### src/rtl/mood_state_engine.sv
// Saturating emotion channels with decay toward per-channel baselines, quadrant
// indicators, and a four-state sleep FSM driven by energy (ch0) and stress (ch1).
module mood_state_engine #(
   parameter int                    NUM_CH       = 3,
   parameter int                    WIDTH        = 7,
   parameter int                    STEP_W       = 3,
   parameter logic [NUM_CH*WIDTH-1:0] BASELINE   = {7'd64, 7'd0, 7'd96},
   parameter int                    DECAY_PERIOD = 16,
   parameter int                    SLEEP_DELAY  = 4
) (
   input  logic                      clk,
   input  logic                      rst_n,
   input  logic                      tick,
   input  logic [NUM_CH-1:0]         inc,
   input  logic [NUM_CH-1:0]         dec,
   input  logic [NUM_CH*STEP_W-1:0]  step,
   input  logic                      wake_req,
   input  logic                      load_en,
   input  logic [$clog2(NUM_CH)-1:0] load_ch,
   input  logic [WIDTH-1:0]          load_val,
   output logic [NUM_CH*WIDTH-1:0]   value,
   output logic [NUM_CH*2-1:0]       indicator,
   output logic [1:0]                sleep_state,
   output logic                      asleep,
   output logic                      fell_asleep,
   output logic                      woke_up
);

   localparam int CH_W = $clog2(NUM_CH);
   localparam int DC_W = (DECAY_PERIOD > 2) ? $clog2(DECAY_PERIOD) : 1;
   localparam int SC_W = $clog2(SLEEP_DELAY + 1);

   typedef enum logic [1:0] {AWAKE = 2'd0, DROWSY = 2'd1, ASLEEP = 2'd2, WAKING = 2'd3} state_t;

   state_t            state, state_nxt;
   logic [SC_W-1:0]   drowsy_cnt, drowsy_nxt;
   logic [DC_W-1:0]   decay_cnt;
   logic              decay_hit;
   logic [WIDTH-1:0]  val     [NUM_CH];
   logic [WIDTH-1:0]  val_nxt [NUM_CH];
   logic [1:0]        ind0;
   logic              asleep_nxt, fell_nxt, woke_nxt;

   function automatic logic [WIDTH-1:0] sat_add(input logic [WIDTH-1:0] v, input logic [STEP_W-1:0] s);
      logic [WIDTH:0] sum;
      sum = {1'b0, v} + (WIDTH+1)'(s);
      return sum[WIDTH] ? {WIDTH{1'b1}} : sum[WIDTH-1:0];
   endfunction

   function automatic logic [WIDTH-1:0] sat_sub(input logic [WIDTH-1:0] v, input logic [STEP_W-1:0] s);
      logic [WIDTH:0] diff;
      diff = {1'b0, v} - (WIDTH+1)'(s);
      return diff[WIDTH] ? '0 : diff[WIDTH-1:0];
   endfunction

   function automatic logic [WIDTH-1:0] toward(input logic [WIDTH-1:0] v, input logic [WIDTH-1:0] b);
      if (v < b)      return v + WIDTH'(1);
      else if (v > b) return v - WIDTH'(1);
      else            return v;
   endfunction

   assign ind0      = val[0][WIDTH-1 -: 2];
   assign decay_hit = tick && (decay_cnt == DC_W'(DECAY_PERIOD - 1));

   // Channel update: load > sleep override > inc/dec > decay
   always_comb begin
      for (int c = 0; c < NUM_CH; c++) begin
         val_nxt[c] = val[c];
         if (load_en && (load_ch == CH_W'(c))) begin
            val_nxt[c] = load_val;
         end else if (tick) begin
            if ((state == ASLEEP) && (c == 0)) begin
               val_nxt[c] = sat_add(val[c], STEP_W'(1));
            end else if ((state == ASLEEP) && (c == 1)) begin
               val_nxt[c] = sat_sub(val[c], STEP_W'(1));
            end else if (inc[c] && !dec[c]) begin
               val_nxt[c] = sat_add(val[c], step[c*STEP_W +: STEP_W]);
            end else if (dec[c] && !inc[c]) begin
               val_nxt[c] = sat_sub(val[c], step[c*STEP_W +: STEP_W]);
            end else if (!inc[c] && !dec[c] && decay_hit) begin
               val_nxt[c] = toward(val[c], BASELINE[c*WIDTH +: WIDTH]);
            end
         end
      end
   end

   always_ff @(posedge clk) begin
      if (!rst_n) begin
         decay_cnt <= '0;
         for (int c = 0; c < NUM_CH; c++) val[c] <= BASELINE[c*WIDTH +: WIDTH];
      end else begin
         if (tick) decay_cnt <= decay_hit ? '0 : decay_cnt + DC_W'(1);
         for (int c = 0; c < NUM_CH; c++) val[c] <= val_nxt[c];
      end
   end

   // FSM state register, including the registered status outputs
   always_ff @(posedge clk) begin
      if (!rst_n) begin
         state       <= AWAKE;
         drowsy_cnt  <= '0;
         asleep      <= 1'b0;
         fell_asleep <= 1'b0;
         woke_up     <= 1'b0;
      end else begin
         state       <= state_nxt;
         drowsy_cnt  <= drowsy_nxt;
         asleep      <= asleep_nxt;
         fell_asleep <= fell_nxt;
         woke_up     <= woke_nxt;
      end
   end

   always_comb begin
      state_nxt  = state;
      drowsy_nxt = drowsy_cnt;
      case (state)
         AWAKE: begin
            if (tick && (ind0 == 2'd0)) begin
               state_nxt  = DROWSY;
               drowsy_nxt = '0;
            end
         end
         DROWSY: begin
            if (tick) begin
               if (ind0 != 2'd0) begin
                  state_nxt  = AWAKE;
                  drowsy_nxt = '0;
               end else if ((drowsy_cnt + SC_W'(1)) == SC_W'(SLEEP_DELAY)) begin
                  state_nxt  = ASLEEP;
                  drowsy_nxt = '0;
               end else begin
                  drowsy_nxt = drowsy_cnt + SC_W'(1);
               end
            end
         end
         // wake_req acts without tick but only once energy is in the upper half
         ASLEEP: begin
            if ((tick && (ind0 == 2'd3)) || (wake_req && ind0[1])) state_nxt = WAKING;
         end
         WAKING: state_nxt = AWAKE;
         default: state_nxt = AWAKE;
      endcase
   end

   always_comb begin
      asleep_nxt = (state_nxt == ASLEEP);
      fell_nxt   = (state == DROWSY) && (state_nxt == ASLEEP);
      woke_nxt   = (state == WAKING) && (state_nxt == AWAKE);
   end

   assign sleep_state = state;

   for (genvar g = 0; g < NUM_CH; g++) begin : g_out
      assign value[g*WIDTH +: WIDTH] = val[g];
      assign indicator[g*2 +: 2]     = val[g][WIDTH-1 -: 2];
   end

endmodule

### config.mk
export PLATFORM = sky130hd
export DESIGN_NAME = mood_state_engine
export DESIGN_NICKNAME = d
export VERILOG_FILES = /design/src/rtl/mood_state_engine.sv
export SDC_FILE = /design/constraint.sdc
export NUM_CORES = 1
export LEC_CHECK = 0
export ABC_AREA = 1
export BUFFER_PORTS_ARGS = -buffer_cell sky130_fd_sc_hd__buf_2
export CORE_ASPECT_RATIO = 0.6
export CORE_MARGIN = 1
export CORE_UTILIZATION = 50
export DETAILED_ROUTE_END_ITERATION = 12
export GPL_ROUTABILITY_DRIVEN = 0
export PLACE_DENSITY_LB_ADDON = 0.15
export SLEW_MARGIN = 20
export SYNTH_ARGS = -nofsm -noshare
export SYNTH_HDL_FRONTEND = slang
export SYNTH_SLANG_ARGS = --single-unit
### constraint.sdc
create_clock -name clk -period 3.6 [get_ports clk]
set_input_delay 0.18 -clock clk [delete_from_list [all_inputs] [get_ports clk]]
set_output_delay 0.18 -clock clk [all_outputs]
set_load 0.02 [all_outputs]
==> out/qor.csv, run 1 <==
stage,metric,value,unit
power_and_ir_drop,Max IR drop VDD,0.277,mV
timing,final hold viol count,0,
global_route,fraction of met3 tracks used by global routing,0.0550,
cells_and_area,area growth from synthesis to final layout,11.3,%
power_and_ir_drop,proportion of total power due to net switching,0.420,
detailed_routing,number of detailed-routing iterations run before antenna repair,6,
global_route,antenna violations before repair,0,
clocking,number of buffers inserted during clock tree synthesis,5,
timing,setup clock skew after layout,0.00198,ns
floorplan,num ports,61,
placed_design,total half-perimeter wirelength after legalization and detailed placement,9630,um
worst_setup_path,CP Max Fanout,7,
min_path,worst min-delay path category,input pin to flop,
timing,final period utilization,0.635,
cells_and_area,number of nets in the finished design,749,
global_route,GR Layer Usage met1,0.434,
global_route,met2 Usage GRT,0.414,
timing,Slew HR,0.474,
floorplan,effective utilization at floorplan,0.517,
clocking,CTS tree,done,
detailed_routing,via-per-instance ratio,5.64,
power_and_ir_drop,Seq pwr share,0.272,
power_and_ir_drop,combinational group share of total power,0.439,
floorplan,Core Box Area,0.00788,sq mm
power_and_ir_drop,leakage dissipation,2.27,nW
global_route,wire length of the first global-routing pass,19400,um
cells_and_area,total non-filler cell area in the finished layout,0.00453,sq mm
detailed_routing,DRC,0,
placed_design,post-place setup slack,1.34,ns
floorplan,die outline height,71.9,um
floorplan,die outline area,0.00852,sq mm
cells_and_area,share of the core filled with cells,0.575,
worst_setup_path,Reg2Reg Setup Slack,1.31,ns
synthesis,"FFs w/ async S/R, synth",0,
synthesis,Post-Syn Nets,702,
synthesis,post-synthesis average cell area,6.49,sq um
cells_and_area,share of cells above drive strength 1,0.149,
timing,summed negative setup slack over all endpoints,0,ns
floorplan,x dimension of the die,119,um
timing,Period minus WS final,2.29,ns
cells_and_area,"commonest non-fill, non-tap cell in the layout",sky130_fd_sc_hd__nand2_1,
placed_design,count of buffers inserted at the top-level ports,60,
cells_and_area,most frequent cells in the layout,"sky130_fd_sc_hd__nand2_1, sky130_fd_sc_hd__inv_1, sky130_fd_sc_hd__buf_2",
worst_setup_path,critical path endpoint category,flop,
worst_setup_path,crit path launch type,flop,
synthesis,number of synthesized flops with an enable pin,0,
status,outcome,completed,
detailed_routing,total routed wirelength,12100,um
job,max-cap violation count,0,
floorplan,row count,25,
global_route,GRT overflow,0,
clocking,number of buffers inserted by hold repair at cts,0,
detailed_routing,detailed router's first-iteration violation count,557,
timing,RSZ-0062 raised after global routing,false,
global_route,pin count of the biggest net entering global routing,23,
power_and_ir_drop,Internal Dissipation,0.000998,W
cells_and_area,number of antenna cells inserted,0,
clocking,number of clock sinks,33,
synthesis,share of the yosys chip area belonging to registers,0.162,
worst_setup_path,CP Data Arrival Time,2.44,ns
timing,total setup violations reported at the end of the flow,0,
placed_design,placed cell area,0.00436,sq mm
power_and_ir_drop,power density normalized to cell area,380,mW/mm^2
global_route,via count of the first global-routing pass,3893,
timing,slew of the pin with the lowest slew margin,0.788,ns
detailed_routing,via count of the routed design,4418,
synthesis,gate count after technology mapping,628,
worst_setup_path,kind of critical path,flop to flop,
timing,maximum operating frequency,0.438,GHz
synthesis,number of unique standard cell types used by synthesis,44,
clocking,"CTS clk-pin slew, worst paths",0.06,ns
global_route,overall global routing resource usage,0.284,
power_and_ir_drop,Switch Pwr,0.000723,W
synthesis,Yosys warnings,0,
power_and_ir_drop,clock group share of total power,0.289,
timing,min setup slack post-route,1.31,ns
synthesis,area of the mapped netlist,0.00407,sq mm
worst_setup_path,CP required,3.76,ns
global_route,global routing's busiest layer,met1,
synthesis,most frequently used flop master after synthesis,sky130_fd_sc_hd__dfxtp_1,
clocking,CTS root buf,sky130_fd_sc_hd__clkbuf_16,
synthesis,"flops & latches, synth",33,
clocking,CTS resizes,0,
detailed_routing,number of nets with antenna violations after detailed routing,0,
clocking,Setup Buffers After CTS,0,
clocking,"Clk Latency, worst-skew pair",0.28,ns
detailed_routing,Avg WL per Cell,15.4,um
timing,final-report max-slew violation count,0,
clocking,"buffers from clock root to sink, at most",2,
cells_and_area,fill cell total of the finished layout,804,
clocking,CTS H-tree depth,2,
per-stage QoR:
stage / hold slack [ns] / std cells / power (W)
global route: 0.222 / 784 / 0.00184
global placement: 0.483 / 776 / 0.00120
floorplan: 0.313 / 628 / 0.00104
CTS: 0.197 / 784 / 0.00171
finish: 0.205 / 784 / 0.00172
detailed placement: 0.488 / 776 / 0.00121
state kept, by name, summed over array words and instances (netlist names):
name	flops
woke_up	1
drowsy_cnt	3
decay_cnt	4
asleep	1
sleep_state	2
val	21
fell_asleep	1
cells by family (layout without fill, tap and decap cells):
family	Yosys count	in the layout	synth area share
AOI/OAI and AO/OA	129	129	0.192
xor gates and xnor gates	30	30	0.0645
adders and majority gates	45	45	0.151
buffers and inverters	105	153	0.114
DFF	33	33	0.162
and+or+nand+nor	286	286	0.316
power groups by stage:
| stage | sequential, W | clock (W) | combinational, W |
|---|---|---|---|
| finish | 0.000468 | 0.000498 | 0.000756 |
| global route | 0.000476 | 0.000521 | 0.000845 |
| CTS | 0.000467 | 0.000504 | 0.000742 |
| detailed placement | 0.000475 | 0 | 0.000738 |
| global placement | 0.000473 | 0 | 0.000728 |
| floorplan | 0.000477 | 0 | 0.000564 |
area by class of cell:
cell class	instances	area, sq um	share of cell area
flip-flops and latches	33	661	0.146
well taps	108	135	0.0298
clock buffers	5	125	0.0276
repair buffers	60	300	0.0662
multi-input cells	490	2950	0.650
clock inverters	3	46.3	0.0102
inverters	85	319	0.0704
worst paths after layout:
path                            depth (start not counted)      startpoint    endpoint
worst max-delay path                                   12      val[0][14]  val[0][20]
worst min register to register                          2  sleep_state[0]     woke_up
worst max register to register                         12      val[0][14]  val[0][20]
worst min-delay path                                    3     load_val[6]  val[0][20]
cells in the mapped netlist (all sizes together) (4+ instances only):
| master | instances | area share |
|---|---|---|
| a21oi | 59 | 0.080 |
| a22oi | 13 | 0.024 |
| a31oi | 10 | 0.015 |
| buf | 16 | 0.032 |
| clkbuf | 4 | 0.0037 |
| dfxtp | 33 | 0.16 |
| fa | 7 | 0.034 |
| ha | 38 | 0.12 |
| inv | 84 | 0.077 |
| nand2 | 143 | 0.14 |
| nand3 | 53 | 0.069 |
| nand4 | 7 | 0.011 |
| nor2 | 58 | 0.058 |
| nor3 | 15 | 0.022 |
| o211ai | 13 | 0.024 |
| o21ai | 28 | 0.037 |
| xor2 | 28 | 0.060 |
critical path: stages (launching register included):
cell and delay, ns:
sky130_fd_sc_hd__dfxtp_1 0.48, sky130_fd_sc_hd__inv_1 0.15, sky130_fd_sc_hd__ha_1 0.22, sky130_fd_sc_hd__inv_1 0.08, sky130_fd_sc_hd__fa_1 0.20, sky130_fd_sc_hd__inv_1 0.06, sky130_fd_sc_hd__o21ai_0 0.34, sky130_fd_sc_hd__nor2_1 0.10
sky130_fd_sc_hd__xor2_1 0.15, sky130_fd_sc_hd__a21oi_1 0.13, sky130_fd_sc_hd__nand2_1 0.06, sky130_fd_sc_hd__o211ai_1 0.09, sky130_fd_sc_hd__nand4_1 0.09
per-layer routing:
metal,share of wire,vias to the layer above
met4,0.0060,0
met3,0.12,9
met5,0,-
li1,-,2171
met1,0.48,1988
met2,0.40,250
Power figures use the tool's default switching activity.
==> run 2: changes to the inputs <==
clock period = 2.08 ns   (was 3.6 ns; I/O delays follow)
==> run 2 against run 1 <==
Compared with the run above: register-to-register slack worse by 1.2 ns; via count rose by 3.6%; power is 82% higher; wire length grew 5.0%; setup slack worse by 1.2 ns; critical path depth down 2; non-clock buffer count grew 29; fmax up 18%; final cell count is 3.7% higher; hold slack worse by 0.071 ns; critical endpoint unchanged; clock power up 81%.
==> out/qor.csv, run 2 (same netlist as run 1, synthesis figures left out) <==
stage,metric,value,unit,change
clocking,"Clk Latency, worst-skew pair",0.29,ns,was 0.28 ns
detailed_routing,via-per-instance ratio,5.63,,was 5.64
global_route,GRT overflow,0,,unchanged
floorplan,row count,25,,unchanged
detailed_routing,number of nets with antenna violations after detailed routing,0,,unchanged
clocking,Setup Buffers After CTS,0,,unchanged
worst_setup_path,"slowest stage cell, crit path",sky130_fd_sc_hd__fa_1,,was sky130_fd_sc_hd__dfxtp_1
power_and_ir_drop,power density normalized to cell area,652,mW/mm^2,was 380 mW/mm^2
cells_and_area,number of antenna cells inserted,0,,unchanged
placed_design,placed cell area,0.00458,sq mm,was 0.00436 sq mm
floorplan,effective utilization at floorplan,0.517,,unchanged
global_route,pin count of the biggest net entering global routing,18,,was 23
cells_and_area,post-layout instance count excluding filler cells,813,,was 784
cells_and_area,register containing the most flip-flops in the final layout,val,,unchanged
detailed_routing,total routed wirelength,12700,um,was 12100 um
clocking,number of buffers inserted by hold repair at cts,0,,unchanged
floorplan,die outline area,0.00852,sq mm,unchanged
clocking,CTS H-tree depth,2,,unchanged
power_and_ir_drop,Max IR drop VDD,0.340,mV,was 0.277 mV
placed_design,total half-perimeter wirelength after legalization and detailed placement,10100,um,was 9630 um
worst_setup_path,cell occurring most often along the worst timing path,sky130_fd_sc_hd__nand2_1,,was sky130_fd_sc_hd__inv_1
cells_and_area,number of flip-flops under the largest register name,21,,unchanged
cells_and_area,"commonest non-fill, non-tap cell in the layout",sky130_fd_sc_hd__nand2_1,,unchanged
floorplan,Core Box Area,0.00788,sq mm,unchanged
clocking,number of clock sinks,33,,unchanged
job,max-cap violation count,0,,unchanged
worst_setup_path,cell chain of the critical path,buf_4 -> ha_1 -> fa_1 -> nand2_1 -> nand2_1 -> nand2_1 -> nor3_1 -> xor2_1 -> o211ai_1 -> nand4_1,,was inv_1 -> ha_1 -> inv_1 -> fa_1 -> inv_1 -> o21ai_0 -> nor2_1 -> xor2_1 -> a21oi_1 -> nand2_1 -> o211ai_1 -> nand4_1
cells_and_area,total non-filler cell area in the finished layout,0.00482,sq mm,was 0.00453 sq mm
timing,final-layout worst hold slack,0.134,ns,was 0.205 ns
min_path,worst min-delay path category,input pin to flop,,unchanged
global_route,wire length of the first global-routing pass,20500,um,was 19400 um
timing,Period minus WS final,1.94,ns,was 2.29 ns
worst_setup_path,CP required,2.24,ns,was 3.76 ns
detailed_routing,detailed router's first-iteration violation count,435,,was 557
worst_setup_path,crit path launch type,flop,,unchanged
clocking,CTS tree,done,,unchanged
floorplan,x dimension of the die,119,um,unchanged
cells_and_area,most frequent cells in the layout,"sky130_fd_sc_hd__nand2_1, sky130_fd_sc_hd__inv_1, sky130_fd_sc_hd__buf_2",,unchanged
detailed_routing,Avg WL per Cell,15.6,um,was 15.4 um
status,outcome,completed,,unchanged
placed_design,placed cell count,805,,was 776
worst_setup_path,CP Data Arrival Time,2.10,ns,was 2.44 ns
worst_setup_path,critical path endpoint category,flop,,unchanged
cells_and_area,share of cells above drive strength 1,0.220,,was 0.149
worst_setup_path,Reg2Reg Setup Slack,0.14,ns,was 1.31 ns
timing,final period utilization,0.934,,was 0.635
timing,RSZ-0062 raised after global routing,true,,was false
global_route,via count of the first global-routing pass,4112,,was 3893
timing,Slew HR,0.606,,was 0.474
clocking,CTS root buf,sky130_fd_sc_hd__clkbuf_16,,unchanged
worst_setup_path,kind of critical path,flop to flop,,unchanged
timing,maximum operating frequency,0.515,GHz,was 0.438 GHz
floorplan,num ports,61,,unchanged
cells_and_area,number of nets in the finished design,778,,was 749
detailed_routing,number of detailed-routing iterations run before antenna repair,5,,was 6
worst_setup_path,critical path's largest stage delay,0.41,ns,was 0.48 ns
clocking,"CTS clk-pin slew, worst paths",0.06,ns,about the same
timing,final-report max-slew violation count,0,,unchanged
worst_setup_path,CP Max Fanout,6,,was 7
detailed_routing,via count of the routed design,4575,,was 4418
clocking,number of buffers inserted during clock tree synthesis,5,,unchanged
cells_and_area,area growth from synthesis to final layout,18.3,%,was 11.3%
timing,total setup violations reported at the end of the flow,0,,unchanged
power_and_ir_drop,leakage dissipation,2.41,nW,was 2.27 nW
global_route,overall global routing resource usage,0.304,,was 0.284
floorplan,die outline height,71.9,um,unchanged
placed_design,count of buffers inserted at the top-level ports,60,,unchanged
detailed_routing,DRC,0,,unchanged
cells_and_area,largest registers in the final layout,"val x21, decay_cnt x4, drowsy_cnt x3",,unchanged
timing,final hold viol count,0,,unchanged
worst_setup_path,sum of buffers and inverters on the critical path,1,,was 3
timing,slew of the pin with the lowest slew margin,0.591,ns,was 0.788 ns
timing,setup clock skew after layout,0.00628,ns,was 0.00198 ns
clocking,"buffers from clock root to sink, at most",2,,unchanged
clocking,CTS resizes,0,,unchanged
worst_setup_path,gate family responsible for the most delay along the worst path,adder cells,,was compound AO/OA/AOI/OAI gates
global_route,antenna violations before repair,0,,unchanged
## run 2: cell types whose count changed in the layout (fill, tap and decap cells not counted), moves of 4 or more
cell / before / now
sky130_fd_sc_hd__buf_4: 0 / 29
sky130_fd_sc_hd__dfxtp_1: 33 / 28
sky130_fd_sc_hd__dfxtp_2: 0 / 5
sky130_fd_sc_hd__a21oi_1: 55 / 51
sky130_fd_sc_hd__a21oi_2: 2 / 6
sky130_fd_sc_hd__nor2_1: 54 / 50
sky130_fd_sc_hd__nor2_2: 2 / 6
## run 2: metrics by stage
| step | power (W) | worst slack [ns] | utilization | setup TNS (ns) |
|---|---|---|---|---|
| 6_report | 0.00314 | 0.137 | 0.611 | 0 |
| 5_1_grt | 0.00336 | -0.00704 | 0.611 | -0.0112 |
| 4_1_cts | 0.00309 | 0.0403 | 0.603 | 0 |
| 3_5_place_dp | 0.00218 | 0.0403 | 0.581 | 0 |
| 3_3_place_gp | 0.00216 | 0.124 | 0.581 | 0 |
| 2_1_floorplan | 0.00180 | 0.0181 | - | 0 |
## run 2: worst min-delay path: stages
cell and delay (ns):
sky130_fd_sc_hd__buf_2 0.14, sky130_fd_sc_hd__nand2_1 0.07, sky130_fd_sc_hd__nand4_1 0.08
## run 2: worst paths after layout
| kind | start | endpoint | cells past startpoint |
|---|---|---|---|
| min | load_val[6] | val[0][20] | 3 |
| min reg2reg | sleep_state[0] | woke_up | 2 |
| max | val[0][14] | val[0][20] | 10 |
| max reg2reg | val[0][14] | val[0][20] | 10 |
## run 2: routing by layer
metal  share of wire  wire (um)  vias to the layer above  GRT usage
met5               0          0                        -          0
met4          0.0090        114                        0     0.0506
met3            0.11       1370                       14     0.0865
met2            0.39       4990                      223      0.432
met1            0.49       6210                     2101      0.456
li1                -          -                     2237          -
## run 2: power by group
part	switching (W)	internal, W
Combinational	0.000913	0.000553
Sequential	0.0000886	0.000686
Clock	0.000302	0.000598
## run 2: area by class of cell
cell class | instances | area, sq um
Sequential cell | 33 | 667
Inverter | 85 | 319
Fill cell | 759 | 3060
Tap cell | 108 | 135
Multi-Input combinational cell | 490 | 3000
Clock inverter | 2 | 37.5
Clock buffer | 6 | 139
Timing Repair Buffer | 89 | 518
